==> src/rtl/fetch_unit.sv <==
// Instruction fetch: owns the PC, reads program memory, and presents one word at a time to the decoder.
// Latency is 3 cycles per instruction with 1-cycle memory; the stall input and slow memory each add cycles, and no fetch is issued while an instruction is held.
module fetch_unit #(
  parameter int PC_WIDTH          = 8,
  parameter int PROGRAM_DataWidth = 16
) (
  input  logic                         clk,
  input  logic                         rst_n,
  input  logic                         stall,
  input  logic                         cnt_wr_en,
  input  logic                         add_offset,
  input  logic [PC_WIDTH-1:0]          literal_adr,
  output logic                         imem_req,
  output logic [PC_WIDTH-1:0]          imem_addr,
  input  logic [PROGRAM_DataWidth-1:0] imem_data,
  input  logic                         imem_valid,
  output logic [PROGRAM_DataWidth-1:0] instruction,
  output logic                         instr_valid,
  output logic [PC_WIDTH-1:0]          pc
);

  typedef enum logic [1:0] {IDLE, REQ, WAIT, EXEC} state_t;

  state_t                         state, state_nxt;
  logic [PC_WIDTH-1:0]            fetch_pc, fetch_pc_nxt;
  logic [PROGRAM_DataWidth-1:0]   ir;
  logic                           capture, accept;

  always_ff @(posedge clk or negedge rst_n) begin
    if (!rst_n) state <= IDLE;
    else        state <= state_nxt;
  end

  // Memory responses are only looked at in WAIT, so stray or post-reset data is dropped.
  always_comb begin
    state_nxt   = state;
    imem_req    = 1'b0;
    instr_valid = 1'b0;
    capture     = 1'b0;
    accept      = 1'b0;
    case (state)
      IDLE: state_nxt = REQ;
      REQ: begin
        imem_req  = 1'b1;
        state_nxt = WAIT;
      end
      WAIT: begin
        if (imem_valid) begin
          capture   = 1'b1;
          state_nxt = EXEC;
        end
      end
      EXEC: begin
        instr_valid = 1'b1;
        if (!stall) begin
          accept    = 1'b1;
          state_nxt = REQ;
        end
      end
      default: state_nxt = IDLE;
    endcase
  end

  // Offset and PC share a width, so a plain wrapping add is the sign-extended relative jump.
  always_comb begin
    if (!cnt_wr_en)      fetch_pc_nxt = pc + PC_WIDTH'(1);
    else if (add_offset) fetch_pc_nxt = pc + literal_adr;
    else                 fetch_pc_nxt = literal_adr;
  end

  always_ff @(posedge clk or negedge rst_n) begin
    if (!rst_n) begin
      fetch_pc <= '0;
      pc       <= '0;
      ir       <= '0;
    end else begin
      if (capture) begin
        ir <= imem_data;
        pc <= fetch_pc;
      end
      if (accept) fetch_pc <= fetch_pc_nxt;
    end
  end

  assign imem_addr   = imem_req ? fetch_pc : '0;
  assign instruction = instr_valid ? ir : '0;

endmodule

==> config.mk <==
export PLATFORM = sky130hd
export DESIGN_NAME = fetch_unit
export DESIGN_NICKNAME = d
export VERILOG_FILES = /design/src/rtl/fetch_unit.sv
export SDC_FILE = /design/constraint.sdc
export NUM_CORES = 1
export LEC_CHECK = 0
export BUFFER_PORTS_ARGS = -buffer_cell sky130_fd_sc_hd__buf_2
export CAP_MARGIN = 15
export CORE_MARGIN = 5
export CORE_UTILIZATION = 53
export DETAILED_ROUTE_END_ITERATION = 7
export HOLD_SLACK_MARGIN = 0.08
export PLACE_DENSITY = 0.79
export SYNTH_ARGS = -nofsm -noshare
export SYNTH_HDL_FRONTEND = slang
export SYNTH_SLANG_ARGS = --single-unit
==> constraint.sdc <==
create_clock -name clk -period 4.4 [get_ports clk]
set_input_delay 0.88 -clock clk [delete_from_list [all_inputs] [get_ports clk]]
set_output_delay 0.88 -clock clk [all_outputs]
set_load 0.1 [all_outputs]
==> impl_metrics.tcl, run 1 <==
set metrics [dict create \
    die_h_um 72.3 \
    hold_buffers 0 \
    async_flop_share_pct 100 \
    layout-drive-gt1-share_pct 37.6 \
    dieArea_um2 5220 \
    grt_setup_unrepaired "false" \
    hold_viol_final 0 \
    synth_enable_flop_cells 0 \
    drt_first_iter_violations 92 \
    end_kind "output port" \
    htree_levels 2 \
    hp-class "flip-flop to flip-flop" \
    netlist.top_cell.by_area "dfrtp_1" \
    grt_pass1_vias 1736 \
    io_pins 64 \
    maxCapViolCount 0 \
    cts_buffer_depth 2 \
    synth-seq-cells 34 \
    synth_area_per_cell_um2 10.3 \
    seq_area_frac_synth_pct 41.4 \
    clkSinkCount 34 \
    synth_flop_cell "dfrtp_1" \
    syn_to_final_growth_pct 21.1 \
    cts_root_buffer "clkbuf_8" \
    crit_arrival_ns 1.80 \
    tightest_slew_ns 1.01 \
    syn_inst 199 \
    critPathLaunchType "flip-flop" \
    ys_types 38 \
    antenna_found_initial 0 \
    cts_tree "yes" \
    worstReg2RegEnd "fetch_pc[6]" \
    clock_latency_ns 0.28 \
    antenna_cells 0 \
    setup-violations-final 0 \
    register_area_um2 851 \
    fp.dieW_um 72.3 \
    path_clk_slew_ns 0.07 \
    initial_core_util_pct 55.3 \
    drt_wl_total_mm 4.39 \
    synth_top_area_share_pct 41.4 \
    slew_headroom_pct 32.5 \
    grt_util_all_layers_pct 18.3 \
    vias_per_cell 5.32 \
    critical_path_class "flip-flop to output port" \
    numCtsBuffers 5 \
    multi_input_area_um2 1130 \
    grt-ovfl-total 0 \
    worstHoldStart "fetch_pc[1]" \
    worst_hold_path.endpoint "fetch_pc[1]" \
    synthesis.nets 242 \
    yosys-top-cells-count "dfrtp_1 (34), mux2_2 (25), and2_1 (24)" \
    dr.pass1.iters 4 \
    rows 22 \
    core_um2 3720 \
    fin_crit_ns 2.68 \
    ant_nets 0 \
    r2r_cells 8 \
    slew_violations 0 \
    yosysMostFrequentCell "dfrtp_1" \
    grt_pass1_wl_mm 7.67 \
    finalCritPeriodShare_pct 61.0 \
    synthTopCellsByArea "dfrtp_1 (41%), mux2_2 (14%), and2_1 (7.3%), ha_1 (7.3%), o21ai_0 (2.7%)" \
    wire_per_inst_um 14.1 \
    netlist_area_um2 2060 \
    fill_cells 315 \
    cp.required_ns 3.52 \
    clock_skew_ns 0.00481 \
    min_path_cells 2 \
    drc_errors 0 \
    cts_resized 0 \
    grt_start_max_net_pins 35 \
    place_congestion 0.801 \
    dp_hpwl_mm 3.40 \
    fmax_mhz 373 \
    portBuffers 63 \
    nNetsFinal 305 \
    yosysWarnings 0 \
    rrSetupSlack_ns 2.33 \
    finalSetupTns_ns 0 \
    status "finished clean" \
    worstPathMaxFanout 20 \
    timing.rr.start "pc[0]" \
    postCtsSetupRepairBufs 0 \
    routed-via-count 1655 \
]
## state kept, by name, summed over array words and instances, names as in the netlist
name	count
state	2
fetch_pc	8
ir	16
pc	8
## how the worst max path moves through the flow
stage	from	endpoint	slack, ns
floorplan	state[0]	instruction[10]	1.19
global placement	literal_adr[1]	fetch_pc[7]	1.87
detailed placement	literal_adr[1]	fetch_pc[7]	1.84
CTS	state[0]	instruction[11]	1.68
global route	state[0]	instruction[4]	1.54
finish	state[0]	instruction[1]	1.72
## final cells by class
cell class | count | area share (%)
Multi-Input combinational cell | 149 | 45.6
Sequential cell | 34 | 34.2
Timing Repair Buffer | 63 | 12.7
Clock buffer | 6 | 3.32
Tap cell | 48 | 2.41
Inverter | 9 | 1.36
Clock inverter | 2 | 0.503
## critical path, stage by stage, from the launching register on
cell and delay [ns]:
dfrtp_1 0.40, ha_1 0.49, and2_1 0.21, buf_2 0.42
## kinds of logic after synthesis
logic type      Yosys count  share of synthesized area (%)
mux                      29                           15.6
compound gates           37                           11.6
flops                    34                           41.4
fa+ha+maj                13                           8.28
buf+inv                  16                           3.47
xor+xnor                  8                           3.41
simple gates             62                           16.3
## layer usage
metal | share of wire [%] | global-route usage (%)
met5 | 0 | 0
met4 | 0.89 | 4.59
met3 | 6.9 | 4.02
met2 | 47 | 30.7
met1 | 45 | 23.8
## stage by stage
step	cells	area, um2	util (%)	hold slack, ns	setup WS, ns
after global placement	303	2390	64.4	0.479	1.87
after CTS	311	2490	67.0	0.503	1.68
after floorplan	199	2060	-	0.458	1.19
after global routing	311	2490	67.0	0.518	1.54
after detailed placement	303	2390	64.4	0.487	1.84
final	311	2490	67.0	0.502	1.72
## cells in the final DEF, fill, tap and decap left out, types with 2 or more instances in the layout
| cell | count |
|---|---|
| clkbuf_8 | 6 |
| o21a_1 | 2 |
| inv_1 | 9 |
| o22ai_1 | 2 |
| nor2b_1 | 2 |
| a211oi_1 | 3 |
| xnor2_1 | 5 |
| nor2_1 | 8 |
| xor2_1 | 3 |
| buf_2 | 63 |
| nand2b_1 | 2 |
| ha_1 | 12 |
| and2_1 | 24 |
| nand2_1 | 13 |
| a31oi_1 | 2 |
| o31a_1 | 3 |
| nor4_1 | 3 |
| mux2i_1 | 4 |
| mux2_2 | 25 |
| nand3_1 | 5 |
| a21oi_1 | 7 |
| dfrtp_1 | 34 |
| o21ai_0 | 11 |
Power of run 1 is not shown: default switching activity piles up to over one toggle a cycle in this logic, so the estimate is an artifact.
==> run 2: changes to the inputs <==
--- a/config.mk
+++ b/config.mk
@@ -8,10 +8,10 @@
 export BUFFER_PORTS_ARGS = -buffer_cell sky130_fd_sc_hd__buf_2
 export CAP_MARGIN = 15
 export CORE_MARGIN = 5
-export CORE_UTILIZATION = 53
+export CORE_UTILIZATION = 46
 export DETAILED_ROUTE_END_ITERATION = 7
 export HOLD_SLACK_MARGIN = 0.08
-export PLACE_DENSITY = 0.79
+export PLACE_DENSITY = 0.73
 export SYNTH_ARGS = -nofsm -noshare
 export SYNTH_HDL_FRONTEND = slang
 export SYNTH_SLANG_ARGS = --single-unit
==> constraint.sdc (replaced) <==
create_clock -name clk -period 2.39 [get_ports clk]
set_input_delay 0.478 -clock clk [delete_from_list [all_inputs] [get_ports clk]]
set_output_delay 0.478 -clock clk [all_outputs]
set_load 0.1 [all_outputs]
==> impl_metrics.tcl, run 2 (synthesized netlist as in run 1, its figures left out) <==
set metrics [dict create \
    grt_pass1_wl_mm 7.62 \
    register_area_um2 857 \
    status "finished clean" \
    end_kind "output port" \
    portBuffers 63 \
    slew_headroom_pct 50.2 \
    hold_buffers 0 \
    fin_util_pct 59.6 \
    critical_path_class "flip-flop to output port" \
    vias_per_cell 5.23 \
    final_cell_mix "buf_2 (63), dfrtp_1 (29), mux2_2 (25)" \
    numCtsBuffers 5 \
    slew_violations 0 \
    clkSinkCount 34 \
    cts_tree "yes" \
    fp.dieW_um 76.9 \
    grt_setup_unrepaired "false" \
    ant_nets 0 \
    maxCapViolCount 0 \
    nNetsFinal 308 \
    syn_to_final_growth_pct 26.2 \
    drc_errors 0 \
    grt-ovfl-total 0 \
    crit_arrival_ns 1.71 \
    io_pins 64 \
    cts_root_buffer "clkbuf_8" \
    initial_core_util_pct 47.2 \
    dp_hpwl_mm 3.53 \
    regMostFlops "ir" \
    largest_reg_flops 16 \
    multi_input_area_um2 1160 \
    drt_wl_total_mm 4.63 \
    htree_levels 2 \
    grt_start_max_net_pins 35 \
    dr.pass1.iters 4 \
    fmax_mhz 457 \
    place_congestion 0.888 \
    whs_ns 0.253 \
    cts_resized 0 \
    dieArea_um2 5910 \
    cts_buffer_depth 2 \
    layout_commonest_cell "buf_2" \
    routed-via-count 1664 \
    grt_pass1_vias 1610 \
    largestRegisters "ir: 16 flops, fetch_pc: 8 flops, pc: 8 flops" \
    antenna_cells 0 \
    hp-class "input port to async pin" \
    cp.required_ns 1.91 \
    fill_cells 388 \
    antenna_found_initial 0 \
    die_h_um 76.9 \
    layout-drive-gt1-share_pct 47.0 \
    postCtsSetupRepairBufs 0 \
    path_clk_slew_ns 0.07 \
    clock_latency_ns 0.29 \
    fin_crit_ns 2.19 \
    hold_viol_final 0 \
    core_um2 4350 \
    rows 24 \
    grt_util_all_layers_pct 15.8 \
    wire_per_inst_um 14.6 \
    worstPathMaxFanout 20 \
    finalCritPeriodShare_pct 91.5 \
    critPathLaunchType "flip-flop" \
    tightest_slew_ns 0.747 \
    drt_first_iter_violations 120 \
    clock_skew_ns 0.00576 \
    setup-violations-final 0 \
]
## run 2: cell types whose count changed in the layout (fill, tap and decap cells not counted), moves of 2 or more
cell,before,now
dfrtp_2,0,5
buf_4,0,3
and2_2,0,17
bufinv_16,0,2
and2_1,24,7
dfrtp_1,34,29
## run 2: area by class of cell
type	instances	area share (%)
inverter	9	1.30
sequential	34	33.0
multi-input combinational	149	44.6
clock buffer	6	3.18
tap	52	2.51
clock inverter	2	2.32
timing repair buffer	66	13.0
## run 2: critical path, stage by stage, from the launching register on
cell and delay [ns]:
dfrtp_1 0.40, ha_2 0.40, and2_2 0.21, buf_2 0.42
## run 2: routing by layer
layer / share of wire [%] / GRT usage [%]
met5: 0 / 0
met4: 1.8 / 6.29
met3: 6.0 / 3.75
met2: 48 / 25.8
met1: 44 / 20.1
## run 2: final timing paths
| check | from | to | slack, ns | cells after the start |
|---|---|---|---|---|
| setup / recovery | state[1] | instruction[5] | 0.20 | 3 |
| hold / removal | rst_n | ir[6] | 0.25 | 1 |
| setup reg to reg | pc[1] | fetch_pc[7] | 0.36 | 6 |
| hold reg to reg | ir[13] | ir[13] | 0.50 | 1 |
| max in group asynchronous | rst_n | pc[0] | 1.61 | 1 |
| min in group clk | imem_data[1] | ir[1] | 0.42 | 2 |
## run 2: per-stage QoR
step                      instances  worst slack, ns  cell area (um2)  TNS [ns]
after CTS                       318            0.181             2590         0
final                           318            0.203             2590         0
after global routing            318            0.104             2590         0
after floorplan                 199          -0.0784             2090    -0.526
after global placement          310            0.258             2450         0
after detailed placement        310            0.225             2450         0
Power of run 2 is left out for the same reason.
==> run 3: changes to the inputs <==
==> config.mk (replaced) <==
export PLATFORM = sky130hd
export DESIGN_NAME = fetch_unit
export DESIGN_NICKNAME = d
export VERILOG_FILES = /design/src/rtl/fetch_unit.sv
export SDC_FILE = /design/constraint.sdc
export NUM_CORES = 1
export LEC_CHECK = 0
export CAP_MARGIN = 15
export CORE_MARGIN = 5
export CORE_UTILIZATION = 53
export DETAILED_ROUTE_END_ITERATION = 7
export DONT_BUFFER_PORTS = 1
export HOLD_SLACK_MARGIN = 0.08
export PLACE_DENSITY = 0.68
export SYNTH_ARGS = -nofsm -noshare
export SYNTH_HDL_FRONTEND = slang
export SYNTH_SLANG_ARGS = --single-unit
==> impl_metrics.tcl, run 3 (synthesized netlist as in run 1, its figures left out) <==
set metrics [dict create \
    status "finished clean" \
    layout_commonest_cell "dfrtp_1" \
    worstHoldStart "cnt_wr_en" \
    portBuffers 0 \
    clkSinkCount 34 \
    dp_hpwl_mm 4.18 \
    place_congestion 0.939 \
    rrSetupSlack_ns 0.36 \
    cts_root_buffer "clkbuf_8" \
    die_h_um 72.3 \
    cts_resized 0 \
    cts_tree "yes" \
    timing.rr.start "pc[1]" \
    highest_layer "met4" \
    setup-violations-final 0 \
    dpl.cell_count 277 \
    vias_per_cell 5.74 \
    largest_reg_flops 16 \
    grt_start_max_net_pins 35 \
    routed-via-count 1648 \
    fp.dieW_um 72.3 \
    critPathLaunchType "flip-flop" \
    worst_hold_path.endpoint "fetch_pc[3]" \
    path_clk_slew_ns 0.07 \
    antenna_found_initial 0 \
    dr.pass1.iters 4 \
    ant_nets 0 \
    layout-drive-gt1-share_pct 40.6 \
    slew_headroom_pct 70.6 \
    cp_cell_sequence "inv_1 > ha_1 > and2_2 > buf_12" \
    min_path_cells 1 \
    cp.required_ns 1.91 \
    postCtsSetupRepairBufs 0 \
    slowest_delay_ns 0.42 \
    grt_pass1_wl_mm 8.78 \
    met1_length_mm 2.09 \
    fill_cells 270 \
    hp-class "input port to flip-flop" \
    worstPathMaxFanout 9 \
    rows 22 \
    fmax_mhz 490 \
    hold_viol_final 0 \
    final_cell_mix "dfrtp_1 (29), mux2_2 (25), buf_12 (25)" \
    syn_to_final_growth_pct 36.8 \
    r2r_cells 6 \
    initial_core_util_pct 55.3 \
    met2_length_mm 2.75 \
    drc_errors 0 \
    finalCritPeriodShare_pct 85.3 \
    routed-wl-met3_um 320 \
    grt-ovfl-total 0 \
    cts_buffer_depth 2 \
    end_kind "output port" \
    io_pins 64 \
    clock_skew_ns 0.00432 \
    worstReg2RegEnd "fetch_pc[7]" \
    fin_crit_ns 2.04 \
    regMostFlops "ir" \
    maxCapViolCount 0 \
    drt_first_iter_violations 51 \
    largestRegisters "ir: 16 flops, fetch_pc: 8 flops, pc: 8 flops" \
    layout.cells.non_filler 287 \
    grt_setup_unrepaired "false" \
    clock_latency_ns 0.28 \
    core_um2 3720 \
    grt_pass1_vias 1793 \
    critical_path_class "flip-flop to output port" \
    drt_wl_total_mm 5.29 \
    htree_levels 2 \
    antenna_cells 0 \
    grt_util_all_layers_pct 21.8 \
    tightest_slew_ns 0.440 \
    slew_violations 0 \
    nNetsFinal 281 \
    wire_per_inst_um 18.4 \
    cpMaxStageDelayCell "dfrtp_1" \
    numCtsBuffers 5 \
    crit_arrival_ns 1.56 \
    dieArea_um2 5220 \
]
run 3: cell count changes in the layout (fill, tap and decap cells not counted), sizes merged:
cell	delta
clkinvlp	+1
bufinv	-2
buf	-28
dlygate4sd3	+1
clkinv	+1
run 3: area by class of cell:
cell class | count | area, um2 | area share (%)
well taps | 48 | 60.1 | 2.14
repair buffers | 39 | 608 | 21.6
flip-flops and latches | 34 | 857 | 30.5
inverters | 9 | 33.8 | 1.20
clock buffers | 6 | 82.6 | 2.94
clock inverters | 2 | 12.5 | 0.445
multi-input cells | 149 | 1160 | 41.2
run 3: how the worst max path moves through the flow:
| stage | depth (start not counted) | slack, ns | from | endpoint |
|---|---|---|---|---|
| floorplan | 3 | -0.08 | state[0] | instruction[10] |
| global placement | 6 | 0.39 | literal_adr[1] | fetch_pc[7] |
| detailed placement | 6 | 0.34 | literal_adr[1] | fetch_pc[7] |
| CTS | 4 | 0.35 | state[1] | imem_addr[3] |
| global route | 4 | 0.27 | state[1] | imem_addr[5] |
| finish | 4 | 0.35 | state[1] | imem_addr[3] |
run 3: through the flow:
step           instance area [um2]  worst slack [ns]  setup TNS (ns)  util (%)  hold slack [ns]
5_1_grt                       2810             0.267               0      75.7            0.280
2_1_floorplan                 2090           -0.0784          -0.526         -            0.182
6_report                      2810             0.351               0      75.7            0.290
3_5_place_dp                  2690             0.336               0      72.3            0.184
4_1_cts                       2810             0.350               0      75.7            0.279
3_3_place_gp                  2690             0.389               0      72.3            0.183
run 3: timing repair:
action	4_1_cts	5_1_grt
hold endpoints to repair	34	0
hold buffers	2	0
setup endpoints to repair	0	0
run 3: critical path, delay by kind of cell, from the launching register on:
family	cells	cell delay [ns]
flops	1	0.42
fa+ha+maj	1	0.32
buf+inv	2	0.27
simple gates	1	0.26
run 3: metal layers:
metal  global-route usage (%)  vias up
met5                        0        -
li1                         -      778
met1                     25.5      805
met3                     6.37       12
met2                     37.8       53
met4                     7.52        0
Power of run 3 is left out for the same reason.
